[config.mk]
export PLATFORM = sky130hd
export DESIGN_NAME = counter_xn_flat
export DESIGN_NICKNAME = d
export VERILOG_FILES = /design/src/rtl/counter_xn_if.sv /design/src/rtl/counter_xn.sv /design/src/flat_wrapper.sv
export SDC_FILE = /design/constraint.sdc
export NUM_CORES = 1
export LEC_CHECK = 0
export BUFFER_PORTS_ARGS = -buffer_cell sky130_fd_sc_hd__buf_2
export CELL_PAD_IN_SITES_DETAIL_PLACEMENT = 0
export CELL_PAD_IN_SITES_GLOBAL_PLACEMENT = 1
export CORE_MARGIN = 8
export CORE_UTILIZATION = 49
export DETAILED_ROUTE_END_ITERATION = 16
export PLACE_DENSITY_LB_ADDON = 0.1
export SLEW_MARGIN = 20
export SYNTH_ARGS = -nofsm -noshare
export SYNTH_HDL_FRONTEND = slang
export SYNTH_SLANG_ARGS = --single-unit
[constraint.sdc]
create_clock -name clk -period 6.3 [get_ports clk]
set_clock_uncertainty 0.05 [all_clocks]
set_input_delay 0.63 -clock clk [delete_from_list [all_inputs] [get_ports clk]]
set_output_delay 0.63 -clock clk [all_outputs]
set_load 0.03 [all_outputs]
[src/rtl/counter_xn_if.sv]
// Register write/read path between the CPU-side master and the counter block.
interface counter_xn_if #(
  parameter int unsigned ADDR_W = 6
);
  logic              we;
  logic [ADDR_W-1:0] addr;
  logic [31:0]       wdata;
  logic [31:0]       rdata;

  modport master (output we, addr, wdata, input rdata);
  modport slave  (input we, addr, wdata, output rdata);
endinterface

[src/rtl/counter_xn.sv]
// N_CH independent tick-driven counter channels (one-shot, periodic, PWM, free-run)
// with sticky expiry flags, a combined maskable interrupt and a word-addressed register map.
module counter_xn #(
  parameter int unsigned N_CH   = 3,
  parameter int unsigned WIDTH  = 32,
  parameter int unsigned ADDR_W = 6
) (
  input  logic            clk,
  input  logic            RSTN,
  counter_xn_if.slave     bus,
  input  logic [N_CH-1:0] tick_in,
  output logic [N_CH-1:0] cnt_out,
  output logic            irq
);

  localparam int unsigned CH_W = ADDR_W - 3;
  localparam int unsigned WP1  = WIDTH + 1;

  typedef enum logic [1:0] {
    M_ONESHOT  = 2'd0,
    M_PERIODIC = 2'd1,
    M_PWM      = 2'd2,
    M_FREE     = 2'd3
  } mode_e;

  logic [N_CH-1:0]  en_q, en_d;
  logic [N_CH-1:0]  irq_en_q, irq_en_d;
  logic [N_CH-1:0]  expired_q, expired_d;
  logic [N_CH-1:0]  tick_q;
  logic [N_CH-1:0]  cnt_out_d;
  logic [N_CH-1:0]  exp_set;
  logic [N_CH-1:0]  ev;
  logic [N_CH-1:0]  wr_ctrl, wr_load, wr_cmp, wr_status;
  mode_e            mode_q [N_CH];
  mode_e            mode_d [N_CH];
  logic [WIDTH-1:0] load_q [N_CH];
  logic [WIDTH-1:0] load_d [N_CH];
  logic [WIDTH-1:0] cmp_q [N_CH];
  logic [WIDTH-1:0] cmp_d [N_CH];
  logic [WIDTH-1:0] count_q [N_CH];
  logic [WIDTH-1:0] count_d [N_CH];

  logic [CH_W-1:0]  ch_sel;
  logic [2:0]       reg_sel;

  assign ch_sel  = bus.addr[ADDR_W-1:3];
  assign reg_sel = bus.addr[2:0];
  assign ev      = tick_in & ~tick_q;

  // Write decode; channels beyond N_CH never match and are silently dropped.
  always_comb begin
    wr_ctrl   = '0;
    wr_load   = '0;
    wr_cmp    = '0;
    wr_status = '0;
    for (int i = 0; i < N_CH; i++) begin
      if (bus.we && (ch_sel == CH_W'(i))) begin
        wr_ctrl[i]   = (reg_sel == 3'd0);
        wr_load[i]   = (reg_sel == 3'd1);
        wr_cmp[i]    = (reg_sel == 3'd2);
        wr_status[i] = (reg_sel == 3'd4);
      end
    end
  end

  // Per-channel next state; register writes take precedence over a same-cycle tick.
  always_comb begin
    en_d      = en_q;
    irq_en_d  = irq_en_q;
    expired_d = expired_q;
    mode_d    = mode_q;
    load_d    = load_q;
    cmp_d     = cmp_q;
    count_d   = count_q;
    cnt_out_d = '0;
    exp_set   = '0;
    for (int i = 0; i < N_CH; i++) begin
      case (mode_q[i])
        M_ONESHOT: cnt_out_d[i] = cnt_out[i];
        M_PWM:     cnt_out_d[i] = (count_q[i] < cmp_q[i]);
        default:   cnt_out_d[i] = 1'b0;
      endcase

      if (wr_ctrl[i]) begin
        en_d[i]      = bus.wdata[0];
        mode_d[i]    = mode_e'(bus.wdata[2:1]);
        irq_en_d[i]  = bus.wdata[3];
        cnt_out_d[i] = 1'b0;
      end else if (wr_load[i]) begin
        load_d[i]    = bus.wdata[WIDTH-1:0];
        count_d[i]   = bus.wdata[WIDTH-1:0];
        cnt_out_d[i] = 1'b0;
      end else if (ev[i] && en_q[i]) begin
        case (mode_q[i])
          M_ONESHOT: begin
            if (count_q[i] > WIDTH'(1)) begin
              count_d[i] = count_q[i] - WIDTH'(1);
            end else if (count_q[i] == WIDTH'(1)) begin
              count_d[i]   = '0;
              exp_set[i]   = 1'b1;
              cnt_out_d[i] = 1'b1;
              en_d[i]      = 1'b0;
            end
          end
          M_PERIODIC: begin
            if (count_q[i] > WIDTH'(1)) begin
              count_d[i] = count_q[i] - WIDTH'(1);
            end else if (count_q[i] == WIDTH'(1)) begin
              count_d[i]   = load_q[i];
              exp_set[i]   = 1'b1;
              cnt_out_d[i] = 1'b1;
            end
          end
          M_PWM: begin
            if ((WP1'(count_q[i]) + WP1'(1)) >= WP1'(load_q[i])) begin
              count_d[i] = '0;
              exp_set[i] = 1'b1;
            end else begin
              count_d[i] = count_q[i] + WIDTH'(1);
            end
          end
          M_FREE: begin
            count_d[i] = count_q[i] + WIDTH'(1);
            if (&count_q[i]) begin
              exp_set[i]   = 1'b1;
              cnt_out_d[i] = 1'b1;
            end
          end
          default: ;
        endcase
      end

      if (wr_cmp[i]) begin
        cmp_d[i] = bus.wdata[WIDTH-1:0];
      end

      // A same-cycle expiry beats a write-1 clear.
      if (exp_set[i]) begin
        expired_d[i] = 1'b1;
      end else if (wr_status[i] && bus.wdata[0]) begin
        expired_d[i] = 1'b0;
      end
    end
  end

  always_ff @(posedge clk or negedge RSTN) begin
    if (!RSTN) begin
      en_q      <= '0;
      irq_en_q  <= '0;
      expired_q <= '0;
      tick_q    <= '0;
      cnt_out   <= '0;
      irq       <= 1'b0;
      for (int i = 0; i < N_CH; i++) begin
        mode_q[i]  <= M_ONESHOT;
        load_q[i]  <= '0;
        cmp_q[i]   <= '0;
        count_q[i] <= '0;
      end
    end else begin
      en_q      <= en_d;
      irq_en_q  <= irq_en_d;
      expired_q <= expired_d;
      tick_q    <= tick_in;
      cnt_out   <= cnt_out_d;
      irq       <= |(expired_q & irq_en_q);
      mode_q    <= mode_d;
      load_q    <= load_d;
      cmp_q     <= cmp_d;
      count_q   <= count_d;
    end
  end

  // Combinational read-back, zero-extended; unmapped registers and channels read 0.
  always_comb begin
    bus.rdata = '0;
    for (int i = 0; i < N_CH; i++) begin
      if (ch_sel == CH_W'(i)) begin
        case (reg_sel)
          3'd0:    bus.rdata = 32'({irq_en_q[i], mode_q[i], en_q[i]});
          3'd1:    bus.rdata = 32'(load_q[i]);
          3'd2:    bus.rdata = 32'(cmp_q[i]);
          3'd3:    bus.rdata = 32'(count_q[i]);
          3'd4:    bus.rdata = 32'(expired_q[i]);
          default: bus.rdata = '0;
        endcase
      end
    end
  end

endmodule
[src/flat_wrapper.sv]
// flat-port wrapper written by rule: the top's interface ports become plain ports
module counter_xn_flat 
#(
  parameter int unsigned N_CH   = 3,
  parameter int unsigned WIDTH  = 32,
  parameter int unsigned ADDR_W = 6
)
  (clk, RSTN, tick_in, cnt_out, irq, bus_we, bus_addr, bus_wdata, bus_rdata);
  counter_xn_if #(.ADDR_W(ADDR_W)) bus_i ();
  input  logic clk;
  input  logic RSTN;
  input  logic [N_CH-1:0] tick_in;
  output logic [N_CH-1:0] cnt_out;
  output logic irq;
  input wire logic [$bits(bus_i.we)-1:0] bus_we;
  input wire logic [$bits(bus_i.addr)-1:0] bus_addr;
  input wire logic [$bits(bus_i.wdata)-1:0] bus_wdata;
  output wire logic [$bits(bus_i.rdata)-1:0] bus_rdata;
  assign bus_i.we = bus_we;
  assign bus_i.addr = bus_addr;
  assign bus_i.wdata = bus_wdata;
  assign bus_rdata = bus_i.rdata;
  counter_xn #(.N_CH(N_CH), .WIDTH(WIDTH), .ADDR_W(ADDR_W)) u_core (.clk(clk), .RSTN(RSTN), .bus(bus_i), .tick_in(tick_in), .cnt_out(cnt_out), .irq(irq));
endmodule
==> results.cfg, run 1 <==
[sta]
max_freq_mhz = 169
timing.setup.tns_ns = 0
relSlewSlack = 0.233
finalCritPeriodShare = 0.937
final.setup.worst_slack_ns = 0.399
drv_slew = 0
setup_viol = 0
finalCriticalPeriod_ns = 5.90
finalHoldViolations = 0
worstMarginPinSlew_ns = 1.15
rsz0062_at_grt = false

[power_and_ir_drop]
p_clk_frac = 0.242
peakVddDrop_uv = 256
switching_share = 0.448
p_comb_frac = 0.426
p_total_w = 0.0107
p_per_area_mw_per_mm2 = 385
intPower_w = 0.00592
seqPwrFrac = 0.333
leakagePower_nw = 12.0
p_sw_w = 0.00480

[yosys]
synth_edf_count = 0
netlist_area_mm2 = 0.0258
synth_area_per_cell_um2 = 7.99
syn_inst = 3223
synthTopCellsByArea = dfrtp_1 (30%), ha_1 (9.6%), nand2_1 (5.5%)
synth_seq_cells = 310
synth_cell_type_count = 91
synthesis.nets = 3465
synth-async-reset-ratio = 1.00
synth_warnings = 0
synth.top_cell.area_share = 0.301
yosys.area.top_type = dfrtp_1
synth_ff_type = dfrtp_1
ys_seq_area_frac = 0.301

[route]
drt_iter0_markers = 3072
avgRoutedWirePerCell_um = 28.3
wl_mm = 109
dr.pass1.iters = 8
drc = 0
via_per_inst = 6.71
final_antenna_net_count = 0
num_vias = 25800

[global_route]
grt_pass1_wl_mm = 161
grt_use_met1 = 0.488
use_met3 = 0.0814
antenna_found_initial = 6
grt_pass1_vias = 24800
overflow = 0
grt_busiest_layer = met2
grt_max_degree = 133
use_met2 = 0.506
grt_use_total = 0.351

[die]
dieArea_mm2 = 0.0601
core-area_mm2 = 0.0522
fp-row-count = 84
dieWidth_um = 245
ioPinCount = 80
die_h_um = 245
initial_utilization = 0.493

[clock_tree]
cts-buffers-inserted = 42
cts_tree = built
cts_resized = 0
insertion_delay_ns = 0.57
cts_htree_levels = 2
cts_root_buf = clkbuf_16
cts_setup_buffers = 0
clkSinkCount = 310
holdBufCountCts = 0
clk_pin_slew_ns = 0.06
cts_max_path_buffers = 3

[place]
post_dp_cell_area_mm2 = 0.0264
place_inst = 3764
dp_slack_ns = 0.648
port_buffers = 79
gp_congestion = 0.977
place_hpwl_mm = 78.8

[flow_run]
cap_viol_max_count = 0

[layout]
mostFrequentLayoutCell = nand2_1
design_area_mm2 = 0.0279
stdcell_count = 3843
nets = 3362
areaGrowthSynthToFinish_pct = 8.28
final_cell_mix = nand2_1 (375), dfrtp_1 (310), o21ai_0 (278), inv_1 (223), a21oi_1 (214)
final_layout_size_suffix_gt1_frac = 0.114

[status]
run_status = completed

[worst_setup_path]
end_kind = flip-flop
arrival_ns = 6.29
required_ns = 6.69
crit_path_start_kind = flip-flop
path_class = reg -> reg
crit_slowest_cell = nor4_1
worstPathMaxFanout = 16
cp_slowest_stage_delay_ns = 0.85
cp_cell_sequence = ha_1, nand3_1, nor4_1, and3_1, nand2_1, or3_1, xnor2_1, ha_1, a21oi_1, o21ai_0, a221oi_1, nand4_1, a21oi_1, a21o_1, nand3_1, o311ai_0

[min_path]
hold_class = in -> async
==> Yosys cell counts, drive strengths merged (5+ instances only) <==
cell,n
o22ai,60
and2,14
nor3b,5
nor2,158
a22oi,101
nand2,375
nor4,33
nand3,90
o211ai,31
a32o,5
ha,198
xnor2,114
o221ai,8
a311oi,16
o31ai,17
nor3,65
a41oi,5
a32oi,12
a21o,40
o21ai,281
and3,20
or2,12
xor2,46
inv,223
mux2,101
o41ai,10
buf,60
a31oi,42
clkbuf,228
nor4b,5
o21a,7
and4,19
o311ai,7
a211oi,35
a21oi,215
or3,29
nand4,65
a221oi,44
nand2b,16
mux2i,6
dfrtp,310
o22a,5
or4,17
==> routing by layer <==
metal / part of all wire / vias to the layer above
li1: - / 11500
met1: 0.43 / 12700
met2: 0.41 / 1368
met3: 0.11 / 222
met4: 0.053 / 4
met5: 0.00020 / -
==> registers in the layout, indices dropped and copies added, names as in the netlist <==
register and cells:
u_core.cmp_q 96, u_core.cnt_out 3, u_core.count_q 96, u_core.en_q 3, u_core.expired_q 3, u_core.irq 1
u_core.irq_en_q 3, u_core.load_q 96, u_core.mode_q 6, u_core.tick_q 3
==> critical path: cells and delay by family, from the launching register on <==
family	cells	cell delay, ns
xor gates and xnor gates	1	0.22
adders and majority gates	2	0.57
AOI/OAI and AO/OA	6	2.01
DFF	1	0.57
and+or+nand+nor	7	2.33
==> kinds of logic after synthesis <==
| logic type | Yosys count | synth area share |
|---|---|---|
| xor gates and xnor gates | 160 | 0.0544 |
| AOI/OAI and AO/OA | 993 | 0.247 |
| and+or+nand+nor | 939 | 0.176 |
| adders and majority gates | 198 | 0.0962 |
| muxes | 109 | 0.0482 |
| buffers and inverters | 514 | 0.0769 |
| DFF | 310 | 0.301 |
==> cell type report <==
cell class / count / area, um2
Timing Repair Buffer: 141 / 886
Tap cell: 688 / 861
Sequential cell: 310 / 7760
Fill cell: 5004 / 24300
Clock inverter: 24 / 307
Inverter: 226 / 848
Antenna cell: 3 / 7.51
Clock buffer: 52 / 1160
Multi-Input combinational cell: 2399 / 16100
==> power groups by stage <==
| stage | Combinational, W | Sequential (W) | Clock, W |
|---|---|---|---|
| floorplan | 0.00372 | 0.00280 | 0 |
| global placement | 0.00440 | 0.00351 | 0 |
| detailed placement | 0.00445 | 0.00354 | 0 |
| CTS | 0.00448 | 0.00351 | 0.00262 |
| global route | 0.00506 | 0.00363 | 0.00269 |
| finish | 0.00456 | 0.00357 | 0.00259 |
==> metrics by stage <==
step,hold slack [ns],util
after detailed placement,0.443,0.506
after global routing,0.0583,0.534
after CTS,0.0275,0.534
after floorplan,0.284,-
after global placement,0.437,0.506
final,0.00561,0.534
==> worst paths after layout <==
check / start / end / slack [ns] / cells after the start
worst min register to register: u_core.cmp_q[93] / u_core.cmp_q[93] / 0.45 / 1
min in group clk: tick_in[1] / u_core.tick_q[1] / 0.14 / 1
worst min-delay path: RSTN / u_core.cmp_q[12] / 0.006 / 1
max in group asynchronous: RSTN / u_core.cmp_q[56] / 4.82 / 2
worst max register to register: u_core.count_q[64] / u_core.count_q[74] / 0.40 / 16
worst max-delay path: u_core.count_q[64] / u_core.count_q[74] / 0.40 / 16
No activity file was read; power rests on OpenSTA's default activity.
==> run 2, diff against run 1 <==
CORE_ASPECT_RATIO = 2   (was default)
==> results.cfg, run 2 (synthesis gave the netlist of run 1 again) <==
[status]
run_status = completed

[clock_tree]
holdBufCountCts = 0
cts_max_path_buffers = 3
cts-buffers-inserted = 36
clk_pin_slew_ns = 0.06
insertion_delay_ns = 0.57
cts_root_buf = clkbuf_16
cts_setup_buffers = 0
clkSinkCount = 310
cts_htree_levels = 2
cts_resized = 0
cts_tree = built

[worst_setup_path]
cp.depth = 18
cp_common_cell = a221oi_1
path_delay_family = compound AO/OA/AOI/OAI gates
crit_path_start_kind = flip-flop
cp_num_buf_inv = 2
cp_cell_sequence = ha_1, nand3_1, nor4_1, buf_4, and3_1, nand2_1, or3_1, xnor2_1, ha_1, a21oi_1, o21ai_0, a221oi_1, a221oi_1, a21oi_1, a21o_1, buf_4, nand2_1, a221oi_1
cp_slowest_stage_delay_ns = 0.72
crit_slowest_cell = a21o_1
r2r_cells = 18
required_ns = 6.71
worstPathMaxFanout = 19
arrival_ns = 5.78
path_class = reg -> reg
end_kind = flip-flop

[route]
avgRoutedWirePerCell_um = 28.1
drc = 0
num_vias = 25200
wl_mm = 107
final_antenna_net_count = 0
via_per_inst = 6.61
drt_iter0_markers = 2586
dr.pass1.iters = 8

[die]
ioPinCount = 80
fp-row-count = 119
initial_utilization = 0.493
core-area_mm2 = 0.0523
die_h_um = 340
dieWidth_um = 178
dieArea_mm2 = 0.0606

[global_route]
grt_use_total = 0.349
antenna_found_initial = 0
grt_pass1_vias = 24200
grt_pass1_wl_mm = 159
grt_max_degree = 122
overflow = 0

[power_and_ir_drop]
peakVddDrop_uv = 322
p_total_w = 0.0103
p_per_area_mw_per_mm2 = 374
leakagePower_nw = 11.9

[flow_run]
cap_viol_max_count = 0

[layout]
mostFrequentLayoutCell = nand2_1
antennaDiodeCount = 0
nets = 3362
largest_registers = u_core.cmp_q: 96 flops, u_core.count_q: 96 flops, u_core.load_q: 96 flops
areaGrowthSynthToFinish_pct = 7.45
utilization = 0.529
stdcell_count = 3813
final_cell_mix = nand2_1 (375), dfrtp_1 (310), o21ai_0 (278), inv_1 (223), a21oi_1 (214)
final_layout_size_suffix_gt1_frac = 0.111

[sta]
drv_slew = 0
finalCriticalPeriod_ns = 5.36
finalCritPeriodShare = 0.851
max_freq_mhz = 186
relSlewSlack = 0.288
rsz0062_at_grt = false
worstMarginPinSlew_ns = 1.07
finalHoldViolations = 0
timing.setup.tns_ns = 0
setup_viol = 0

[min_path]
hold_class = in -> async

[place]
port_buffers = 79
place_hpwl_mm = 77.9
place_inst = 3747
gp_congestion = 1.02
[run 2: cell types whose count changed in the layout (fill, tap and decap cells not counted), moves of 3 or more]
cell        before  now
buf_4           62   67
bufinv_16        7    3
clkbuf_1         4    8
clkbuf_16       43   38
clkbuf_8         5    8
clkinv_2        13    7
clkinvlp_4       3    0
diode_2          3    0
[run 2: through the flow]
| stage | area (um2) | setup WS (ns) | hold slack (ns) |
|---|---|---|---|
| CTS | 27700 | 1.05 | 0.0231 |
| global placement | 26400 | 1.24 | 0.437 |
| finish | 27700 | 0.937 | 0.0152 |
| floorplan | 25800 | 1.83 | 0.284 |
| global route | 27700 | 0.586 | 0.0643 |
| detailed placement | 26400 | 1.09 | 0.442 |
[run 2: layout make-up]
type / count / area [um2]
clock buffer: 54 / 1090
clock inverter: 12 / 150
fill: 5028 / 24600
inverter: 226 / 848
multi-input combinational: 2399 / 16000
sequential: 310 / 7760
tap: 665 / 832
timing repair buffer: 147 / 943
[run 2: final timing paths]
kind	start	end	slack [ns]
setup / recovery	u_core.count_q[64]	u_core.count_q[80]	0.94
hold / removal	RSTN	u_core.cmp_q[19]	0.02
setup reg to reg	u_core.count_q[64]	u_core.count_q[80]	0.94
hold reg to reg	u_core.cmp_q[77]	u_core.cmp_q[77]	0.45
max in group asynchronous	RSTN	u_core.count_q[21]	4.84
min in group clk	tick_in[2]	u_core.tick_q[2]	0.16
[run 2: routing by layer]
metal | routed length (um) | vias up | global-route usage
met2 | 48700 | 1259 | 0.545
met5 | 0 | - | 0
met4 | 8550 | 0 | 0.238
met3 | 8540 | 291 | 0.0583
met1 | 41600 | 12200 | 0.432
li1 | - | 11500 | -
[run 2: where the power goes]
part	internal (W)	total, W	switching [W]
Sequential	0.00246	0.00355	0.00109
Clock	0.00133	0.00228	0.000951
Combinational	0.00187	0.00451	0.00265
